$ cat src/rtl/sha1_round_ctrl.sv
// SHA-1 block controller: sequences IV/state init, 16 message-word loads,
// 80 compression rounds and the final H update. It drives the datapath
// strobes and an LED status word.
module sha1_round_ctrl #(
    parameter int STATUS_W = 8
) (
    input  logic                clk,
    input  logic                reset,
    input  logic                start,
    input  logic                first_block,
    input  logic                abort,
    input  logic                w_valid,
    output logic                w_ready,
    output logic                w_load,
    output logic [3:0]          w_idx,
    output logic                iv_load,
    output logic                a_init,
    output logic                round_en,
    output logic [6:0]          round_idx,
    output logic [1:0]          f_sel,
    output logic [1:0]          k_sel,
    output logic                sched_en,
    output logic                h_update,
    output logic                busy,
    output logic                done,
    output logic [STATUS_W-1:0] status
);

    localparam int CW = STATUS_W - 3;

    typedef enum logic [2:0] {IDLE, INIT, LOAD, ROUND, UPDATE, DONE} state_t;

    state_t        state;
    logic          fb_lat;
    logic          done_sticky;
    logic          abort_sticky;
    logic [CW-1:0] blk_cnt;
    logic [6:0]    rnd_nxt;

    // Round-function / constant group for round t: four groups of 20 rounds.
    function automatic logic [1:0] phase_of(input logic [6:0] t);
        if (t >= 7'd60)      return 2'd3;
        else if (t >= 7'd40) return 2'd2;
        else if (t >= 7'd20) return 2'd1;
        else                 return 2'd0;
    endfunction

    assign rnd_nxt = round_idx + 7'd1;

    // w_load must follow w_valid in the same cycle, so it stays combinational.
    assign w_load  = w_valid & w_ready;
    // iv_load rides on the INIT strobe, gated by first_block as captured at start.
    assign iv_load = a_init & fb_lat;
    assign status  = {blk_cnt, abort_sticky, done_sticky, busy};

    // Controller FSM. Every strobe is registered and is set on the edge that
    // enters its state, so the outputs line up with the state cycle-for-cycle.
    always_ff @(posedge clk or posedge reset) begin
        if (reset) begin
            state        <= IDLE;
            fb_lat       <= 1'b0;
            done_sticky  <= 1'b0;
            abort_sticky <= 1'b0;
            blk_cnt      <= '0;
            w_ready      <= 1'b0;
            w_idx        <= 4'd0;
            a_init       <= 1'b0;
            round_en     <= 1'b0;
            round_idx    <= 7'd0;
            f_sel        <= 2'd0;
            k_sel        <= 2'd0;
            sched_en     <= 1'b0;
            h_update     <= 1'b0;
            busy         <= 1'b0;
            done         <= 1'b0;
        end else begin
            // The single-cycle strobes default low.
            a_init   <= 1'b0;
            h_update <= 1'b0;
            done     <= 1'b0;
            if (state != IDLE && abort) begin
                // Abort beats every other transition, including the last word and round 79.
                state        <= IDLE;
                busy         <= 1'b0;
                w_ready      <= 1'b0;
                w_idx        <= 4'd0;
                round_en     <= 1'b0;
                round_idx    <= 7'd0;
                f_sel        <= 2'd0;
                k_sel        <= 2'd0;
                sched_en     <= 1'b0;
                abort_sticky <= 1'b1;
            end else begin
                case (state)
                    IDLE: begin
                        if (start && !abort) begin
                            state        <= INIT;
                            busy         <= 1'b1;
                            fb_lat       <= first_block;
                            a_init       <= 1'b1;
                            done_sticky  <= 1'b0;
                            abort_sticky <= 1'b0;
                        end
                    end
                    INIT: begin
                        state   <= LOAD;
                        w_ready <= 1'b1;
                        w_idx   <= 4'd0;
                    end
                    LOAD: begin
                        if (w_valid) begin
                            if (w_idx == 4'd15) begin
                                state     <= ROUND;
                                w_ready   <= 1'b0;
                                w_idx     <= 4'd0;
                                round_en  <= 1'b1;
                                round_idx <= 7'd0;
                                f_sel     <= 2'd0;
                                k_sel     <= 2'd0;
                                sched_en  <= 1'b0;
                            end else begin
                                w_idx <= w_idx + 4'd1;
                            end
                        end
                    end
                    ROUND: begin
                        if (round_idx == 7'd79) begin
                            state     <= UPDATE;
                            round_en  <= 1'b0;
                            round_idx <= 7'd0;
                            f_sel     <= 2'd0;
                            k_sel     <= 2'd0;
                            sched_en  <= 1'b0;
                            h_update  <= 1'b1;
                        end else begin
                            round_idx <= rnd_nxt;
                            f_sel     <= phase_of(rnd_nxt);
                            k_sel     <= phase_of(rnd_nxt);
                            sched_en  <= (rnd_nxt >= 7'd16);
                        end
                    end
                    UPDATE: begin
                        state       <= DONE;
                        done        <= 1'b1;
                        done_sticky <= 1'b1;
                        blk_cnt     <= blk_cnt + CW'(1);
                    end
                    DONE: begin
                        state <= IDLE;
                        busy  <= 1'b0;
                    end
                    default: begin
                        state <= IDLE;
                        busy  <= 1'b0;
                    end
                endcase
            end
        end
    end

endmodule
$ cat config.mk
export PLATFORM = sky130hd
export DESIGN_NAME = sha1_round_ctrl
export DESIGN_NICKNAME = d
export VERILOG_FILES = /design/src/rtl/sha1_round_ctrl.sv
export SDC_FILE = /design/constraint.sdc
export NUM_CORES = 1
export LEC_CHECK = 0
export ABC_AREA = 1
export CAP_MARGIN = 0
export CORE_MARGIN = 8
export CORE_UTILIZATION = 49
export CTS_BUF_LIST = sky130_fd_sc_hd__clkbuf_4
export DETAILED_ROUTE_END_ITERATION = 6
export HOLD_SLACK_MARGIN = 0.12
export PLACE_DENSITY = 0.78
export SLEW_MARGIN = 20
export SYNTH_ARGS = -nofsm -noshare
export SYNTH_HDL_FRONTEND = slang
export SYNTH_SLANG_ARGS = --single-unit
$ cat constraint.sdc
create_clock -name clk -period 1.85 [get_ports clk]
set_clock_uncertainty 0.15 [all_clocks]
set_input_delay 0.2775 -clock clk [delete_from_list [all_inputs] [get_ports clk]]
set_output_delay 0.2775 -clock clk [all_outputs]
set_load 0.05 [all_outputs]
==> impl_metrics.xml, run 1 <==
<?xml version="1.0" encoding="UTF-8"?>
<metrics>
  <group name="clocking">
    <metric name="numCtsBuffers" unit="">5</metric>
    <metric name="clock_sink_count" unit="">31</metric>
    <metric name="cts-root-to-sink-buffers" unit="">2</metric>
    <metric name="cts-htree-levels" unit="">2</metric>
    <metric name="tritoncts" unit="">done</metric>
    <metric name="cts_root_buf" unit="">sky130_fd_sc_hd__clkbuf_4</metric>
    <metric name="post_cts_hold_buffer_count" unit="">0</metric>
    <metric name="insertion_delay" unit="ns">0.33</metric>
    <metric name="path_clk_slew" unit="ns">0.10</metric>
  </group>
  <group name="synthesis">
    <metric name="synth_nets" unit="">214</metric>
    <metric name="synth.yosys.seq_area_share" unit="%">46.2</metric>
    <metric name="synthTopCellsByArea" unit="">sky130_fd_sc_hd__dfrtp_1, sky130_fd_sc_hd__nand2_1, sky130_fd_sc_hd__inv_1</metric>
    <metric name="post_synth_inst_count" unit="">204</metric>
    <metric name="synthesis.area" unit="sq um">1680</metric>
    <metric name="synthDistinctLibCells" unit="">29</metric>
    <metric name="synthesis.area_per_instance" unit="sq um">8.22</metric>
    <metric name="synthesis.yosys.warnings" unit="">0</metric>
    <metric name="yosysTopAreaCellShare" unit="%">46.2</metric>
    <metric name="ys_ff_latch" unit="">31</metric>
    <metric name="synthDominantAreaCellType" unit="">sky130_fd_sc_hd__dfrtp_1</metric>
  </group>
  <group name="grt">
    <metric name="grt_start_max_net_pins" unit="">32</metric>
    <metric name="grt_pass1_vias" unit="">1344</metric>
    <metric name="grt_pass1_wl" unit="microns">6010</metric>
    <metric name="grt_antenna_before_repair" unit="">0</metric>
    <metric name="globalRoute.totalOverflow" unit="">0</metric>
    <metric name="grtUsageTotal" unit="%">14.0</metric>
  </group>
  <group name="die">
    <metric name="num_io_pins" unit="">38</metric>
    <metric name="row_count" unit="">21</metric>
    <metric name="coreArea" unit="sq um">3310</metric>
    <metric name="die-height" unit="microns">74.5</metric>
    <metric name="design.die.area" unit="sq um">5550</metric>
    <metric name="initial_core_util" unit="%">50.7</metric>
    <metric name="die_width" unit="microns">74.5</metric>
  </group>
  <group name="critical_path">
    <metric name="r2r.worst_path.cells" unit="">12</metric>
    <metric name="critical_path_class" unit="">reg2reg</metric>
    <metric name="setup.worst_path.end_class" unit="">flip-flop</metric>
    <metric name="worst-endpoint-required" unit="ns">1.97</metric>
    <metric name="worst-r2r-setup-slack" unit="ns">0.22</metric>
    <metric name="worstPathCellList" unit="">ha_1 -&gt; nand2_1 -&gt; inv_1 -&gt; nand2_1 -&gt; nand2_1 -&gt; nand2_2 -&gt; nand2_1 -&gt; nand2_1 -&gt; nand2_1 -&gt; nand2_1 -&gt; nand2_1 -&gt; nand2_1</metric>
    <metric name="worst_setup_path_start_kind" unit="">flip-flop</metric>
    <metric name="critPathSlowestCell" unit="">sky130_fd_sc_hd__dfrtp_2</metric>
    <metric name="timing.critical_path.arrival" unit="ns">1.75</metric>
    <metric name="path_max_fanout" unit="">4</metric>
    <metric name="path_common_cell" unit="">sky130_fd_sc_hd__nand2_1</metric>
    <metric name="critical-path-max-stage-delay" unit="ns">0.41</metric>
    <metric name="reg_to_reg_critical_path_startpoint" unit="">round_idx[0]</metric>
    <metric name="critical_path.reg2reg.endpoint" unit="">k_sel[0]</metric>
  </group>
  <group name="run">
    <metric name="cap_violations" unit="">0</metric>
  </group>
  <group name="route">
    <metric name="detail_route.wl_per_cell" unit="microns">12.0</metric>
    <metric name="drt_drc_violations_left" unit="">0</metric>
    <metric name="routed-via-count" unit="">1429</metric>
    <metric name="initialDrtViolationCount" unit="">94</metric>
    <metric name="route.final.wire_length" unit="microns">3550</metric>
    <metric name="drt_pre_antenna_iters" unit="">5</metric>
    <metric name="detail-route-antenna-nets" unit="">0</metric>
    <metric name="route.detailed.vias_per_inst" unit="">4.81</metric>
  </group>
  <group name="sta">
    <metric name="final_period_minus_worst_setup_slack" unit="ns">1.63</metric>
    <metric name="timing_max_transition_violations_final" unit="">0</metric>
    <metric name="worst_slack" unit="ns">0.217</metric>
    <metric name="report.final.hold_viol_count" unit="">0</metric>
    <metric name="fin_crit_sh" unit="%">88.3</metric>
    <metric name="maximum_clock_frequency" unit="MHz">612</metric>
    <metric name="rsz_0062_raised_after_global_routing" unit="">false</metric>
    <metric name="final-setup-viol-count" unit="">0</metric>
    <metric name="max_slew.worst_pin.slew" unit="ns">0.384</metric>
    <metric name="timing.max_slew.rel_slack" unit="%">74.4</metric>
    <metric name="final.setup.tns" unit="ns">0</metric>
  </group>
  <group name="place">
    <metric name="port_buffers" unit="">37</metric>
    <metric name="dp_hpwl" unit="microns">2820</metric>
    <metric name="dp_worst_setup_slack" unit="ns">0.142</metric>
    <metric name="place.gp.congestion" unit="">0.834</metric>
  </group>
  <group name="worst_hold_path">
    <metric name="worst_hold_path_type" unit="">in2async</metric>
  </group>
  <group name="final_layout">
    <metric name="nets" unit="">260</metric>
    <metric name="fillers" unit="">312</metric>
    <metric name="area_delta_synth_final" unit="%">25.8</metric>
    <metric name="insertedDiodeCount" unit="">0</metric>
    <metric name="final_common_cell" unit="">sky130_fd_sc_hd__nand2_1</metric>
    <metric name="most-common-layout-cells" unit="">sky130_fd_sc_hd__nand2_1, sky130_fd_sc_hd__buf_4, sky130_fd_sc_hd__dfrtp_1</metric>
    <metric name="final_layout_size_suffix_gt1_share" unit="%">29.1</metric>
  </group>
  <group name="outcome">
    <metric name="result_of_the_run" unit="">finished clean</metric>
  </group>
  <group name="power">
    <metric name="cellPowerDensity" unit="nW/um^2">1350</metric>
    <metric name="ir_worst_vdd" unit="V">0.000829</metric>
    <metric name="leakage_power" unit="nW">1.16</metric>
  </group>
</metrics>
## how the worst max path moves through the flow
| stage | to | start | cells after the start |
|---|---|---|---|
| 3_3_place_gp | blk_cnt[4] | abort | 6 |
| 2_1_floorplan | round_en | w_idx[0] | 8 |
| 3_5_place_dp | round_en | abort | 9 |
| 5_1_grt | state[0] | round_idx[0] | 8 |
| 6_report | k_sel[0] | round_idx[0] | 12 |
| 4_1_cts | k_sel[0] | round_idx[0] | 12 |
## report_power, final
group	internal [mW]	leakage [nW]	switching [mW]
sequential	0.830	0.402	0.141
clock	0.155	0.0307	0.228
combinational	0.455	0.723	1.04
total	1.44	1.16	1.41
## through the flow
stage	hold WS (ns)	util, %	instances	area [sq um]	total power [mW]
after floorplan	0.201	-	204	1680	2.07
after global routing	0.255	63.8	297	2110	3.03
final	0.153	63.8	297	2110	2.85
after global placement	0.311	62.1	289	2060	2.46
after CTS	0.168	63.7	297	2110	2.88
after detailed placement	0.312	62.1	289	2060	2.49
## what timing repair did
| action | CTS | global route |
|---|---|---|
| resized for setup | 0 | 1 |
| endpoints found under the setup margin | 0 | 1 |
| buffers inserted | 0 | 0 |
## final cells by class
type                    instances  area (sq um)  area share, %
well taps                      46          57.6           2.73
repair buffers                 44           355           16.8
flip-flops and latches         31           778           36.9
multi-input cells             139           756           35.8
clock buffers                   6          45.0           2.13
clock inverters                 2          7.51          0.356
inverters                      29           111           5.28
## state kept, by name (all words and copies together) (netlist names)
| register | cells |
|---|---|
| a_init | 1 |
| abort_sticky | 1 |
| blk_cnt | 5 |
| busy | 1 |
| done | 1 |
| done_sticky | 1 |
| fb_lat | 1 |
| h_update | 1 |
| k_sel | 2 |
| round_en | 1 |
| round_idx | 7 |
| sched_en | 1 |
| state | 3 |
| w_idx | 4 |
| w_ready | 1 |
## cells by family after synthesis
kind of cell	synth area share [%]
compound gates	8.13
simple gates	30.6
flops	46.2
fa+ha+maj	2.98
xor+xnor	3.13
buf+inv	8.87
## cells in the mapped netlist (all sizes together)
master / instances
nand2: 70
dfrtp: 31
inv: 29
nor2: 19
nand3: 13
o21ai: 11
xor2: 6
buf: 5
ha: 4
a21oi: 3
nand4: 3
nor3: 2
o22ai: 2
and3: 1
nand3b: 1
nor4: 1
o21a: 1
o21bai: 1
o31ai: 1
## critical path, delay by kind of cell (launching register included)
family	cells	cell delay, ns
simple gates	10	0.70
fa+ha+maj	1	0.25
buf+inv	1	0.05
flops	1	0.41
## metal layers
metal | GRT usage (%) | share of wire [%]
met5 | 0 | 0
met4 | 3.91 | 1.1
met3 | 4.72 | 5.9
met2 | 22.0 | 46
met1 | 17.8 | 47
(Power assumes the default switching activity.)
==> run 2: changes to the inputs <==
--- a/config.mk
+++ b/config.mk
@@ -7,12 +7,14 @@
 export LEC_CHECK = 0
 export ABC_AREA = 1
 export CAP_MARGIN = 0
+export CELL_PAD_IN_SITES_DETAIL_PLACEMENT = 0
+export CELL_PAD_IN_SITES_GLOBAL_PLACEMENT = 2
 export CORE_MARGIN = 8
-export CORE_UTILIZATION = 49
+export CORE_UTILIZATION = 30
 export CTS_BUF_LIST = sky130_fd_sc_hd__clkbuf_4
 export DETAILED_ROUTE_END_ITERATION = 6
 export HOLD_SLACK_MARGIN = 0.12
-export PLACE_DENSITY = 0.78
+export PLACE_DENSITY = 0.91
 export SLEW_MARGIN = 20
 export SYNTH_ARGS = -nofsm -noshare
 export SYNTH_HDL_FRONTEND = slang
==> run 2 against run 1 <==
- worst hold slack better by 0.025 ns
- sequential cell count stayed put
- count of clock-buffer cells in the layout is 1 lower
- power is 4.3% higher
- register-to-register slack worse by 0.02 ns
- die area is 48% higher
- critical path depth is 5 lower
- sequential share of layout area is 1.0 points lower
- global-route usage is 4.1 points lower
- wire length is 7.5% higher
- critical path type unchanged
- largest cell class unchanged
- largest power group unchanged
==> impl_metrics.xml, run 2 (same netlist as run 1, synthesis figures left out) <==
<?xml version="1.0" encoding="UTF-8"?>
<metrics>
  <group name="outcome">
    <metric name="result_of_the_run" unit="">finished clean</metric>
  </group>
  <group name="critical_path">
    <metric name="reg_to_reg_critical_path_startpoint" unit="">round_idx[0]</metric>
    <metric name="worst_setup_path_start_kind" unit="">flip-flop</metric>
    <metric name="setup.worst_path.end_class" unit="">flip-flop</metric>
    <metric name="timing.critical_path.arrival" unit="ns">1.72</metric>
    <metric name="worstPathCellList" unit="">ha_1 -&gt; nand4_1 -&gt; nand3b_1 -&gt; nand2_2 -&gt; inv_2 -&gt; nor2_2 -&gt; o21ai_0</metric>
    <metric name="critPathBufInv" unit="">1</metric>
    <metric name="path_max_fanout" unit="">7</metric>
    <metric name="critical_path_class" unit="">reg2reg</metric>
    <metric name="critical-path-max-stage-delay" unit="ns">0.37</metric>
    <metric name="worst-endpoint-required" unit="ns">1.91</metric>
    <metric name="critPathSlowestCell" unit="">sky130_fd_sc_hd__dfrtp_2</metric>
    <metric name="critPathLaunch" unit="">round_idx[0]</metric>
    <metric name="critical-path-top-delay-family" unit="">simple AND/OR/NAND/NOR gates</metric>
  </group>
  <group name="clocking">
    <metric name="post_cts_hold_buffer_count" unit="">0</metric>
    <metric name="cts-root-to-sink-buffers" unit="">2</metric>
    <metric name="cts-resized-gates" unit="">0</metric>
    <metric name="post-cts-setup-buffers" unit="">0</metric>
    <metric name="cts-htree-levels" unit="">2</metric>
    <metric name="clock_sink_count" unit="">31</metric>
    <metric name="tritoncts" unit="">done</metric>
    <metric name="cts_root_buf" unit="">sky130_fd_sc_hd__clkbuf_4</metric>
    <metric name="insertion_delay" unit="ns">0.33</metric>
    <metric name="path_clk_slew" unit="ns">0.10</metric>
    <metric name="numCtsBuffers" unit="">5</metric>
  </group>
  <group name="die">
    <metric name="row_count" unit="">27</metric>
    <metric name="die-height" unit="microns">90.8</metric>
    <metric name="coreArea" unit="sq um">5440</metric>
    <metric name="initial_core_util" unit="%">30.8</metric>
    <metric name="design.die.area" unit="sq um">8240</metric>
    <metric name="die_width" unit="microns">90.8</metric>
    <metric name="num_io_pins" unit="">38</metric>
  </group>
  <group name="route">
    <metric name="drt_drc_violations_left" unit="">0</metric>
    <metric name="detail-route-antenna-nets" unit="">0</metric>
    <metric name="route.final.wire_length" unit="microns">3820</metric>
    <metric name="routed-via-count" unit="">1380</metric>
    <metric name="initialDrtViolationCount" unit="">48</metric>
    <metric name="detail_route.wl_per_cell" unit="microns">11.8</metric>
    <metric name="route.detailed.vias_per_inst" unit="">4.26</metric>
    <metric name="drt_pre_antenna_iters" unit="">4</metric>
  </group>
  <group name="grt">
    <metric name="grt_start_max_net_pins" unit="">32</metric>
    <metric name="grt_antenna_before_repair" unit="">0</metric>
    <metric name="grt_util_met3" unit="%">3.24</metric>
    <metric name="grtUsageTotal" unit="%">9.91</metric>
    <metric name="grt_pass1_vias" unit="">1398</metric>
    <metric name="global_route_track_usage_on_met1" unit="%">12.8</metric>
    <metric name="globalRoute.totalOverflow" unit="">0</metric>
    <metric name="globalRouteMet2Util" unit="%">15.0</metric>
    <metric name="grt_pass1_wl" unit="microns">6770</metric>
    <metric name="globalRoute.busiestLayer" unit="">met2</metric>
  </group>
  <group name="worst_hold_path">
    <metric name="worst_hold_path_type" unit="">in2async</metric>
  </group>
  <group name="sta">
    <metric name="final_period_minus_worst_setup_slack" unit="ns">1.66</metric>
    <metric name="max_slew.worst_pin.slew" unit="ns">0.391</metric>
    <metric name="maximum_clock_frequency" unit="MHz">604</metric>
    <metric name="rsz_0062_raised_after_global_routing" unit="">false</metric>
    <metric name="timing.max_slew.rel_slack" unit="%">73.9</metric>
    <metric name="timing.hold.ws" unit="ns">0.178</metric>
    <metric name="timing_max_transition_violations_final" unit="">0</metric>
    <metric name="fin_crit_sh" unit="%">89.5</metric>
    <metric name="final.setup.tns" unit="ns">0</metric>
    <metric name="final-setup-viol-count" unit="">0</metric>
    <metric name="report.final.hold_viol_count" unit="">0</metric>
  </group>
  <group name="final_layout">
    <metric name="largest_register" unit="">round_idx</metric>
    <metric name="largest_registers" unit="">round_idx: 7 flops, blk_cnt: 5 flops, w_idx: 4 flops</metric>
    <metric name="most-common-layout-cells" unit="">sky130_fd_sc_hd__nand2_1, sky130_fd_sc_hd__buf_4, sky130_fd_sc_hd__dfrtp_1</metric>
    <metric name="fillers" unit="">558</metric>
    <metric name="nets" unit="">261</metric>
    <metric name="area_delta_synth_final" unit="%">29.5</metric>
    <metric name="final_util" unit="%">39.9</metric>
    <metric name="final_common_cell" unit="">sky130_fd_sc_hd__nand2_1</metric>
    <metric name="insertedDiodeCount" unit="">0</metric>
    <metric name="largest_reg_flops" unit="">7</metric>
    <metric name="final_layout_size_suffix_gt1_share" unit="%">29.4</metric>
  </group>
  <group name="place">
    <metric name="port_buffers" unit="">37</metric>
    <metric name="place.gp.congestion" unit="">0.740</metric>
    <metric name="dp_hpwl" unit="microns">2930</metric>
  </group>
  <group name="power">
    <metric name="cellPowerDensity" unit="nW/um^2">1370</metric>
    <metric name="ir_worst_vdd" unit="V">0.000754</metric>
    <metric name="leakage_power" unit="nW">1.17</metric>
  </group>
  <group name="run">
    <metric name="cap_violations" unit="">0</metric>
  </group>
</metrics>
[run 2: cell count changes in the layout (fill, tap and decap cells not counted), sizes merged]
cell	change
buf	+1
bufinv	+1
clkbuf	-1
[run 2: through the flow]
stage          area [sq um]  power [mW]  cells  worst slack, ns
2_1_floorplan          1680        2.07    204           0.0151
3_3_place_gp           2100        2.49    316            0.155
3_5_place_dp           2100        2.50    316            0.115
4_1_cts                2170        3.02    324            0.171
5_1_grt                2170        3.20    324           0.0404
6_report               2170        2.97    324            0.195
[run 2: path summary, 6_finish.rpt]
kind / to / cells after the start / slack, ns
max: state[1] / 7 / 0.19
min: blk_cnt[0] / 3 / 0.18
max reg2reg: state[1] / 7 / 0.19
min reg2reg: done_sticky / 2 / 0.33
max in group asynchronous: round_idx[0] / 3 / 1.07
min in group clk: fb_lat / 3 / 0.32
[run 2: layout make-up]
class | count | area (sq um) | area share [%]
well taps | 72 | 90.1 | 4.15
clock buffers | 5 | 37.5 | 1.73
repair buffers | 45 | 363 | 16.7
flip-flops and latches | 31 | 778 | 35.8
multi-input cells | 139 | 753 | 34.7
clock inverters | 3 | 38.8 | 1.79
inverters | 29 | 111 | 5.13
[run 2: layer usage]
metal | vias up | part of all wire (%)
li1 | 734 | -
met1 | 610 | 50
met2 | 29 | 44
met3 | 7 | 3.8
met4 | 0 | 1.5
met5 | - | 0
[run 2: tightest hold or removal path: cells and delay by family]
kind                   cells  cell delay [ns]
buffers and inverters      3             0.80
[run 2: power breakdown]
group	switching, mW	internal (mW)	total, mW
sequential	0.136	0.830	0.966
combinational	1.04	0.457	1.49
clock	0.237	0.278	0.515
total	1.41	1.57	2.97
